### src/rtl/stopwatch_seg_display_pkg.sv
// Shared types and constants for the MM:SS stopwatch and its seven-segment scan driver.
package stopwatch_seg_display_pkg;

    localparam int unsigned DIGIT_W  = 4;
    localparam int unsigned SEG_W    = 7;
    localparam int unsigned AN_W     = 4;
    localparam int unsigned SCAN_W   = 2;

    typedef enum logic [1:0] {
        ST_IDLE  = 2'd0,
        ST_RUN   = 2'd1,
        ST_PAUSE = 2'd2
    } sw_state_t;

    typedef struct packed {
        logic [DIGIT_W-1:0] m10;
        logic [DIGIT_W-1:0] m1;
        logic [DIGIT_W-1:0] s10;
        logic [DIGIT_W-1:0] s1;
    } bcd_time_t;

    localparam logic [DIGIT_W-1:0] BCD_MAX_UNITS = 4'd9;
    localparam logic [DIGIT_W-1:0] BCD_MAX_TENS  = 4'd5;

    // Active-low cathode patterns, bit order {g,f,e,d,c,b,a}
    localparam logic [SEG_W-1:0] SEG_0     = 7'b1000000;
    localparam logic [SEG_W-1:0] SEG_1     = 7'b1111001;
    localparam logic [SEG_W-1:0] SEG_2     = 7'b0100100;
    localparam logic [SEG_W-1:0] SEG_3     = 7'b0110000;
    localparam logic [SEG_W-1:0] SEG_4     = 7'b0011001;
    localparam logic [SEG_W-1:0] SEG_5     = 7'b0010010;
    localparam logic [SEG_W-1:0] SEG_6     = 7'b0000010;
    localparam logic [SEG_W-1:0] SEG_7     = 7'b1111000;
    localparam logic [SEG_W-1:0] SEG_8     = 7'b0000000;
    localparam logic [SEG_W-1:0] SEG_9     = 7'b0010000;
    localparam logic [SEG_W-1:0] SEG_BLANK = 7'b1111111;

    // One-second ripple-carry increment; 59:59 rolls to 00:00
    function automatic bcd_time_t bcd_inc(input bcd_time_t t);
        bcd_time_t r;
        r = t;
        if (t.s1 < BCD_MAX_UNITS) begin
            r.s1 = t.s1 + 4'd1;
        end else begin
            r.s1 = '0;
            if (t.s10 < BCD_MAX_TENS) begin
                r.s10 = t.s10 + 4'd1;
            end else begin
                r.s10 = '0;
                if (t.m1 < BCD_MAX_UNITS) begin
                    r.m1 = t.m1 + 4'd1;
                end else begin
                    r.m1 = '0;
                    if (t.m10 < BCD_MAX_TENS) r.m10 = t.m10 + 4'd1;
                    else                      r.m10 = '0;
                end
            end
        end
        return r;
    endfunction

endpackage

### src/rtl/stopwatch_seg_display_seg7_decode.sv
// BCD digit to active-low seven-segment pattern; blank or non-decimal input gives all-off.
module seg7_decode
    import stopwatch_seg_display_pkg::*;
(
    input  logic [DIGIT_W-1:0] digit,
    input  logic               blank,
    output logic [SEG_W-1:0]   seg_c
);

    always_comb begin
        seg_c = SEG_BLANK;
        if (!blank) begin
            case (digit)
                4'd0:    seg_c = SEG_0;
                4'd1:    seg_c = SEG_1;
                4'd2:    seg_c = SEG_2;
                4'd3:    seg_c = SEG_3;
                4'd4:    seg_c = SEG_4;
                4'd5:    seg_c = SEG_5;
                4'd6:    seg_c = SEG_6;
                4'd7:    seg_c = SEG_7;
                4'd8:    seg_c = SEG_8;
                4'd9:    seg_c = SEG_9;
                default: seg_c = SEG_BLANK;
            endcase
        end
    end

endmodule

### src/rtl/stopwatch_seg_display.sv
// MM:SS stopwatch driven by 1 Hz / ~10 kHz divider outputs, with a 4-digit multiplexed display.
module stopwatch_seg_display
    import stopwatch_seg_display_pkg::*;
#(
    parameter bit          LEADING_BLANK = 1'b1,
    parameter int unsigned DP_DIGIT      = 2
) (
    input  logic               CLOCK,
    input  logic               RESET_N,
    input  logic               SEC_CLK,
    input  logic               SCAN_CLK,
    input  logic               START_STOP,
    input  logic               CLEAR,
    output logic [AN_W-1:0]    AN,
    output logic [SEG_W-1:0]   SEG,
    output logic               DP,
    output logic [15:0]        TIME_BCD,
    output logic               RUNNING,
    output logic               WRAP
);

    logic              sec_prev;
    logic              scan_prev;
    logic              sec_tick_c;
    logic              scan_tick_c;
    sw_state_t         state;
    bcd_time_t         tm;
    logic [SCAN_W-1:0] scan_idx;
    logic              scan_on;
    logic [SCAN_W-1:0] shown_idx_c;
    logic [DIGIT_W-1:0] shown_digit_c;
    logic              blank_c;
    logic [SEG_W-1:0]  seg_c;

    assign sec_tick_c  = SEC_CLK  & ~sec_prev;
    assign scan_tick_c = SCAN_CLK & ~scan_prev;
    assign TIME_BCD    = tm;

    // Run/pause control and the BCD time counter; CLEAR wins over everything
    always_ff @(posedge CLOCK) begin
        if (!RESET_N) begin
            sec_prev <= 1'b1;
            state    <= ST_IDLE;
            tm       <= '0;
            RUNNING  <= 1'b0;
            WRAP     <= 1'b0;
        end else begin
            sec_prev <= SEC_CLK;
            WRAP     <= 1'b0;
            if (CLEAR) begin
                state   <= ST_IDLE;
                tm      <= '0;
                RUNNING <= 1'b0;
            end else begin
                if (state == ST_RUN && sec_tick_c) begin
                    tm   <= bcd_inc(tm);
                    WRAP <= (tm == 16'h5959);
                end
                if (START_STOP) begin
                    case (state)
                        ST_RUN: begin
                            state   <= ST_PAUSE;
                            RUNNING <= 1'b0;
                        end
                        default: begin
                            state   <= ST_RUN;
                            RUNNING <= 1'b1;
                        end
                    endcase
                end
            end
        end
    end

    // Digit scan index; scan_on keeps the display dark until the first scan tick
    always_ff @(posedge CLOCK) begin
        if (!RESET_N) begin
            scan_prev <= 1'b1;
            scan_idx  <= '0;
            scan_on   <= 1'b0;
        end else begin
            scan_prev <= SCAN_CLK;
            if (scan_tick_c) begin
                scan_idx <= scan_idx + 2'd1;
                scan_on  <= 1'b1;
            end
        end
    end

    // The digit on show is the one the index just left, so the first tick lights digit 0
    always_comb begin
        shown_idx_c = scan_idx - 2'd1;
        case (shown_idx_c)
            2'd0:    shown_digit_c = tm.s1;
            2'd1:    shown_digit_c = tm.s10;
            2'd2:    shown_digit_c = tm.m1;
            default: shown_digit_c = tm.m10;
        endcase
        blank_c = LEADING_BLANK && (shown_idx_c == 2'd3) && (tm.m10 == 4'd0);
    end

    seg7_decode u_seg7_decode (
        .digit (shown_digit_c),
        .blank (blank_c),
        .seg_c (seg_c)
    );

    always_ff @(posedge CLOCK) begin
        if (!RESET_N) begin
            AN  <= 4'b1111;
            SEG <= SEG_BLANK;
            DP  <= 1'b1;
        end else if (scan_on) begin
            AN  <= ~(4'b0001 << shown_idx_c);
            SEG <= seg_c;
            DP  <= (shown_idx_c != 2'(DP_DIGIT));
        end
    end

endmodule

### config.mk
export PLATFORM = sky130hd
export DESIGN_NAME = stopwatch_seg_display
export DESIGN_NICKNAME = d
export VERILOG_FILES = /design/src/rtl/stopwatch_seg_display_pkg.sv /design/src/rtl/stopwatch_seg_display_seg7_decode.sv /design/src/rtl/stopwatch_seg_display.sv
export SDC_FILE = /design/constraint.sdc
export NUM_CORES = 1
export LEC_CHECK = 0
export CORE_ASPECT_RATIO = 0.75
export CORE_MARGIN = 3
export CORE_UTILIZATION = 40
export DETAILED_ROUTE_END_ITERATION = 6
export GPL_ROUTABILITY_DRIVEN = 1
export HOLD_SLACK_MARGIN = 0.02
export PLACE_DENSITY = 0.67
export RECOVER_POWER = 100
export SLEW_MARGIN = 15
export SYNTH_ARGS = -nofsm -noshare
export SYNTH_HDL_FRONTEND = slang
export SYNTH_SLANG_ARGS = --single-unit
export TNS_END_PERCENT = 100
### constraint.sdc
create_clock -name CLOCK -period 2.1 [get_ports CLOCK]
set_input_delay 0.525 -clock CLOCK [delete_from_list [all_inputs] [get_ports CLOCK]]
set_output_delay 0.525 -clock CLOCK [all_outputs]
set_load 0.02 [all_outputs]
==> flow_metrics.py, run 1 <==
metrics = {
    "outcome": {
        "status": "finished, final reports clean",
    },
    "power": {
        "pwr-share-comb_pct": 7.7,
        "p_switching_uw": 301.5,
        "p_seq_share_pct": 51.5,
        "power_density_mw_per_mm2": 530.3,
        "leakage_nw": 0.9621,
        "irDropWorstVdd_v": 0.0004590,
        "p_int_mw": 1.020,
        "power.share.switching_pct": 22.82,
        "clkPwrFrac_pct": 40.8,
    },
    "die": {
        "io_pins": 36,
        "fp.dieH_um": 65.46,
        "num_rows": 20,
        "die_w_um": 85.28,
        "initial_core_util_pct": 44.06,
        "dieArea_mm2": 0.005582,
        "fp.coreArea_mm2": 0.004279,
    },
    "yosys": {
        "syn_area_per_cell_um2": 8.532,
        "postSynthCellCount": 221,
        "synth-seq-cells": 35,
        "synth_top_area_share_pct": 37.16,
        "ys_seq_area_share_pct": 37.16,
        "async_flop_share_pct": 0,
        "synth_cell_types": 43,
        "synth_most_common_cell": "dfxtp_1",
        "synth_edf_count": 0,
        "synth_nets": 247,
        "yosys_warnings": 0,
        "yosysTopAreaCell": "dfxtp_1",
        "synth_common_cells": "dfxtp_1 (35), nand2_1 (25), a21oi_1 (21), ha_1 (20), nor2_1 (20)",
        "synth.area.top_cells": "dfxtp_1 (37%), ha_1 (13%), a21oi_1 (5.6%)",
        "ys_dominant_reg_cell": "dfxtp_1",
        "synth_area_mm2": 0.001886,
    },
    "sta": {
        "fin_crit_ps": 2017,
        "setup_viol": 0,
        "fmax_mhz": 495.9,
        "clock_skew_ps": 5.454,
        "finalSetupTns_ps": 0,
        "maxSlewHeadroom_pct": 62.60,
        "hold_viol": 0,
        "post-route-period-util_pct": 96.03,
        "worst_pin_slew_ps": 561.0,
        "slew_violations": 0,
        "grt_setup_unrepaired": "false",
        "hold_slack_ps": 477.4,
        "setup_ws_ps": 83.40,
    },
    "placed_design": {
        "port_buffers": 35,
        "dp.cells": 324,
        "hpwl_um": 3305,
        "detailedPlace.worstSlack_ps": -150.3,
        "place.gp.congestion": 0.8374,
    },
    "routing": {
        "drt_iter0_drc": 89,
        "vias": 1691,
        "routed_wl_um": 4376,
        "dr.pass1.iters": 5,
        "ant_nets": 0,
        "avgViaCountPerCell": 5.063,
        "wire_per_inst_um": 13.10,
        "drc": 0,
    },
    "setup_path": {
        "cp-start-kind": "flop",
        "crit_fanout": 4,
        "cp_data_required_time_ps": 1570,
        "worstSetupPathType": "flop to output port",
        "critPathArrivalTime_ps": 1490,
        "cp-end-kind": "output port",
    },
    "cells_and_area": {
        "fin_util_pct": 58.22,
        "fin_nets": 304,
        "drive_gt1_share_pct": 11.47,
        "fin_cells": 334,
        "syn_to_final_growth_pct": 32.12,
        "antenna_cells": 0,
    },
    "grt": {
        "grt_pass1_wl_um": 7562,
        "track_usage_pct": 16.77,
        "grt_pass1_vias": 1615,
        "grt_use_met3_pct": 4.386,
        "met2_usage_pct": 24.52,
        "gr-max-usage-layer": "met2",
        "grt_max_degree": 14,
        "grt_use_met1_pct": 24.12,
        "overflow": 0,
        "antenna_found_initial": 0,
    },
    "clock_network": {
        "cts-buffers-inserted": 5,
        "cts.htree.levels": 2,
        "cts_num_sinks": 35,
        "cts_buffer_depth": 2,
        "root_buffer": "clkbuf_8",
        "clkLatencyLatePin_ps": 290,
        "cts_tree": "yes",
        "postCtsHoldBufs": 0,
        "clk_pin_slew_ps": 70,
    },
    "flow_run": {
        "drv_cap": 0,
    },
    "worst_hold_path": {
        "hp-class": "flop to flop",
    },
}
==> cells in the final DEF (no fill, tap or decap), types with 2 or more instances in the layout <==
master	count
a21oi_1	21
a222oi_1	2
a22oi_1	3
a31oi_1	3
a41oi_1	2
buf_4	15
clkbuf_1	5
clkbuf_8	7
clkdlybuf4s50_1	4
dfxtp_1	34
dlygate4sd3_1	31
ha_1	19
inv_1	17
nand2_1	25
nand2b_1	6
nand3_1	8
nand4_1	2
nor2_1	20
nor2b_1	6
nor3_1	5
o21ai_0	10
o22a_1	2
o22ai_1	3
or3_1	2
xnor2_1	3
==> area by class of cell <==
type	count	area, um2
Clock buffer	8	100.1
Fill cell	389	1788
Inverter	17	63.81
Multi-Input combinational cell	163	1066
Sequential cell	35	701.9
Tap cell	55	68.82
Timing Repair Buffer	56	490.5
==> power groups by stage <==
stage | registers (mW) | logic [mW] | clock network (mW)
2_1_floorplan | 0.698 | 0.0606 | 0
3_3_place_gp | 0.695 | 0.102 | 0
3_5_place_dp | 0.695 | 0.104 | 0
4_1_cts | 0.680 | 0.105 | 0.549
5_1_grt | 0.681 | 0.112 | 0.576
6_report | 0.680 | 0.102 | 0.539
==> metal layers <==
| layer | wire [um] | up-vias |
|---|---|---|
| met2 | 1790 | 30 |
| met5 | 0 | - |
| li1 | - | 878 |
| met1 | 2362 | 778 |
| met4 | 35 | 0 |
| met3 | 187 | 5 |
==> critical path, cell delays in order, from the launching register on <==
cell and delay (ps):
dfxtp_1 410, clkbuf_2 180, clkdlybuf4s50_1 610
==> registers in the layout, summed over array words and instances (netlist names) <==
register,count
AN,3
DP,1
SEG,7
TIME_BCD,16
WRAP,1
scan_idx,2
scan_on,1
scan_prev,1
sec_prev,1
state,2
==> final timing paths <==
| check | startpoint | to | slack, ps | cells past startpoint |
|---|---|---|---|---|
| worst max-delay path | TIME_BCD[0] | TIME_BCD[0] | 80 | 2 |
| worst max register to register | scan_idx[0] | SEG[1] | 130 | 6 |
| worst min-delay path | SEG[3] | SEG[3] | 480 | 1 |
| worst min register to register | SEG[3] | SEG[3] | 480 | 1 |
==> kinds of logic (layout without fill, tap and decap cells) <==
logic type | after synthesis | in the layout | share of synthesized area (%)
XOR/XNOR | 4 | 4 | 1.858
AO/OA/AOI/OAI | 52 | 52 | 17.98
buffers and inverters | 23 | 81 | 5.507
flip-flops | 35 | 35 | 37.16
multiplexers | 3 | 3 | 1.924
adder cells (fa/ha/maj) | 20 | 20 | 13.27
AND/OR/NAND/NOR | 84 | 84 | 22.30
==> repair_timing <==
action                                  CTS  global route
resized for setup                         0             2
endpoints found under the setup margin    0             4
setup buffers                             0             2
==> per-stage QoR <==
step / area (um2) / power (mW)
floorplan: 1886 / 0.7588
global placement: 2407 / 0.7969
detailed placement: 2407 / 0.7994
CTS: 2507 / 1.334
global route: 2491 / 1.368
finish: 2491 / 1.321
(Power assumes the default switching activity.)
==> run 2: changes to the inputs <==
- CORE_UTILIZATION: 40 -> 46
- PLACE_DENSITY: 0.67 -> 0.75
==> flow_metrics.py, run 2 (synthesized netlist as in run 1, its figures left out) <==
metrics = {
    "die": {
        "dieArea_mm2": 0.004911,
        "initial_core_util_pct": 49.57,
        "die_w_um": 79.93,
        "fp.dieH_um": 61.45,
        "num_rows": 19,
        "io_pins": 36,
        "fp.coreArea_mm2": 0.003804,
    },
    "flow_run": {
        "drv_cap": 0,
    },
    "worst_hold_path": {
        "hp-class": "flop to flop",
    },
    "placed_design": {
        "place.gp.congestion": 0.8559,
        "dp.cells": 319,
        "hpwl_um": 3247,
        "port_buffers": 35,
        "detailedPlace.worstSlack_ps": -137.4,
    },
    "clock_network": {
        "clkLatencyLatePin_ps": 290,
        "clk_pin_slew_ps": 70,
        "cts-buffers-inserted": 5,
        "cts_num_sinks": 35,
        "root_buffer": "clkbuf_8",
        "cts.htree.levels": 2,
        "cts_buffer_depth": 2,
        "cts_tree": "yes",
    },
    "routing": {
        "ant_nets": 0,
        "wire_per_inst_um": 13.34,
        "vias": 1693,
        "avgViaCountPerCell": 5.177,
        "dr.pass1.iters": 7,
        "drt_iter0_drc": 91,
        "routed_wl_um": 4361,
        "drc": 0,
    },
    "sta": {
        "setup_ws_ps": 84.29,
        "maxSlewHeadroom_pct": 63.42,
        "slew_violations": 0,
        "fmax_mhz": 496.1,
        "setup_viol": 0,
        "hold_slack_ps": 483.0,
        "hold_viol": 0,
        "worst_pin_slew_ps": 548.6,
        "grt_setup_unrepaired": "false",
        "post-route-period-util_pct": 95.99,
        "finalSetupTns_ps": 0,
        "fin_crit_ps": 2016,
        "clock_skew_ps": 2.450,
    },
    "power": {
        "irDropWorstVdd_v": 0.0004544,
        "p_seq_share_pct": 51.7,
        "power.share.switching_pct": 22.49,
        "pwr-share-comb_pct": 7.6,
        "leakage_nw": 0.9397,
        "power_density_mw_per_mm2": 536.2,
        "p_switching_uw": 295.5,
        "p_int_mw": 1.018,
        "clkPwrFrac_pct": 40.7,
    },
    "cells_and_area": {
        "fin_cells": 327,
        "fin_util_pct": 64.41,
        "final_cell_mix": "dfxtp_1 (34), dlygate4sd3_1 (30), nand2_1 (25)",
        "fin_nets": 300,
        "final_common_cell": "dfxtp_1",
        "drive_gt1_share_pct": 9.818,
        "antenna_cells": 0,
        "syn_to_final_growth_pct": 29.93,
        "largest_reg_flops": 16,
    },
    "setup_path": {
        "cp_data_required_time_ps": 1570,
        "cp-end-kind": "output port",
        "worstSetupPathType": "flop to output port",
        "critPathArrivalTime_ps": 1490,
        "cp-start-kind": "flop",
        "crit_fanout": 4,
    },
    "grt": {
        "overflow": 0,
        "grt_pass1_wl_um": 7162,
        "grt_pass1_vias": 1522,
        "antenna_found_initial": 0,
        "grt_max_degree": 14,
        "track_usage_pct": 18.95,
    },
    "outcome": {
        "status": "finished, final reports clean",
    },
}
run 2: per-layer routing:
| layer | routed length, um | GRT usage, % |
|---|---|---|
| met3 | 230 | 4.825 |
| met2 | 1805 | 27.95 |
| met1 | 2258 | 26.49 |
| met5 | 0 | 0 |
| met4 | 66 | 7.952 |
run 2: cell type report:
| cell class | count | area [um2] |
|---|---|---|
| flip-flops and latches | 35 | 701.9 |
| inverters | 17 | 63.81 |
| clock buffers | 8 | 100.1 |
| well taps | 52 | 65.06 |
| multi-input cells | 163 | 1059 |
| repair buffers | 52 | 460.4 |
| fillers | 338 | 1354 |
run 2: power groups by stage:
stage / Sequential, mW / Clock [mW] / Combinational, mW
global placement: 0.695 / 0 / 0.102
detailed placement: 0.695 / 0 / 0.103
CTS: 0.680 / 0.544 / 0.104
floorplan: 0.698 / 0 / 0.0606
global route: 0.681 / 0.574 / 0.109
finish: 0.680 / 0.534 / 0.0999
run 2: repair_timing:
action | CTS | global route
gates resized for setup | 0 | 1
hold buffers | 0 | 0
setup buffers | 0 | 0
setup endpoints to repair | 0 | 4
run 2: worst paths after layout:
check	cells past startpoint	to	startpoint	slack, ps
setup reg to reg	7	SEG[3]	scan_idx[0]	100
hold / removal	2	SEG[2]	SEG[2]	480
setup / recovery	2	TIME_BCD[0]	TIME_BCD[0]	80
hold reg to reg	2	SEG[2]	SEG[2]	480
run 2: worst max-delay path: stages (launching register included):
cell and delay, ps:
dfxtp_1 410, clkbuf_2 180, clkdlybuf4s50_1 610
run 2: stage by stage:
| step | instance area (um2) | total power [mW] |
|---|---|---|
| final | 2450 | 1.314 |
| after global routing | 2450 | 1.364 |
| after CTS | 2489 | 1.328 |
| after detailed placement | 2389 | 0.7978 |
| after global placement | 2389 | 0.7964 |
| after floorplan | 1886 | 0.7588 |
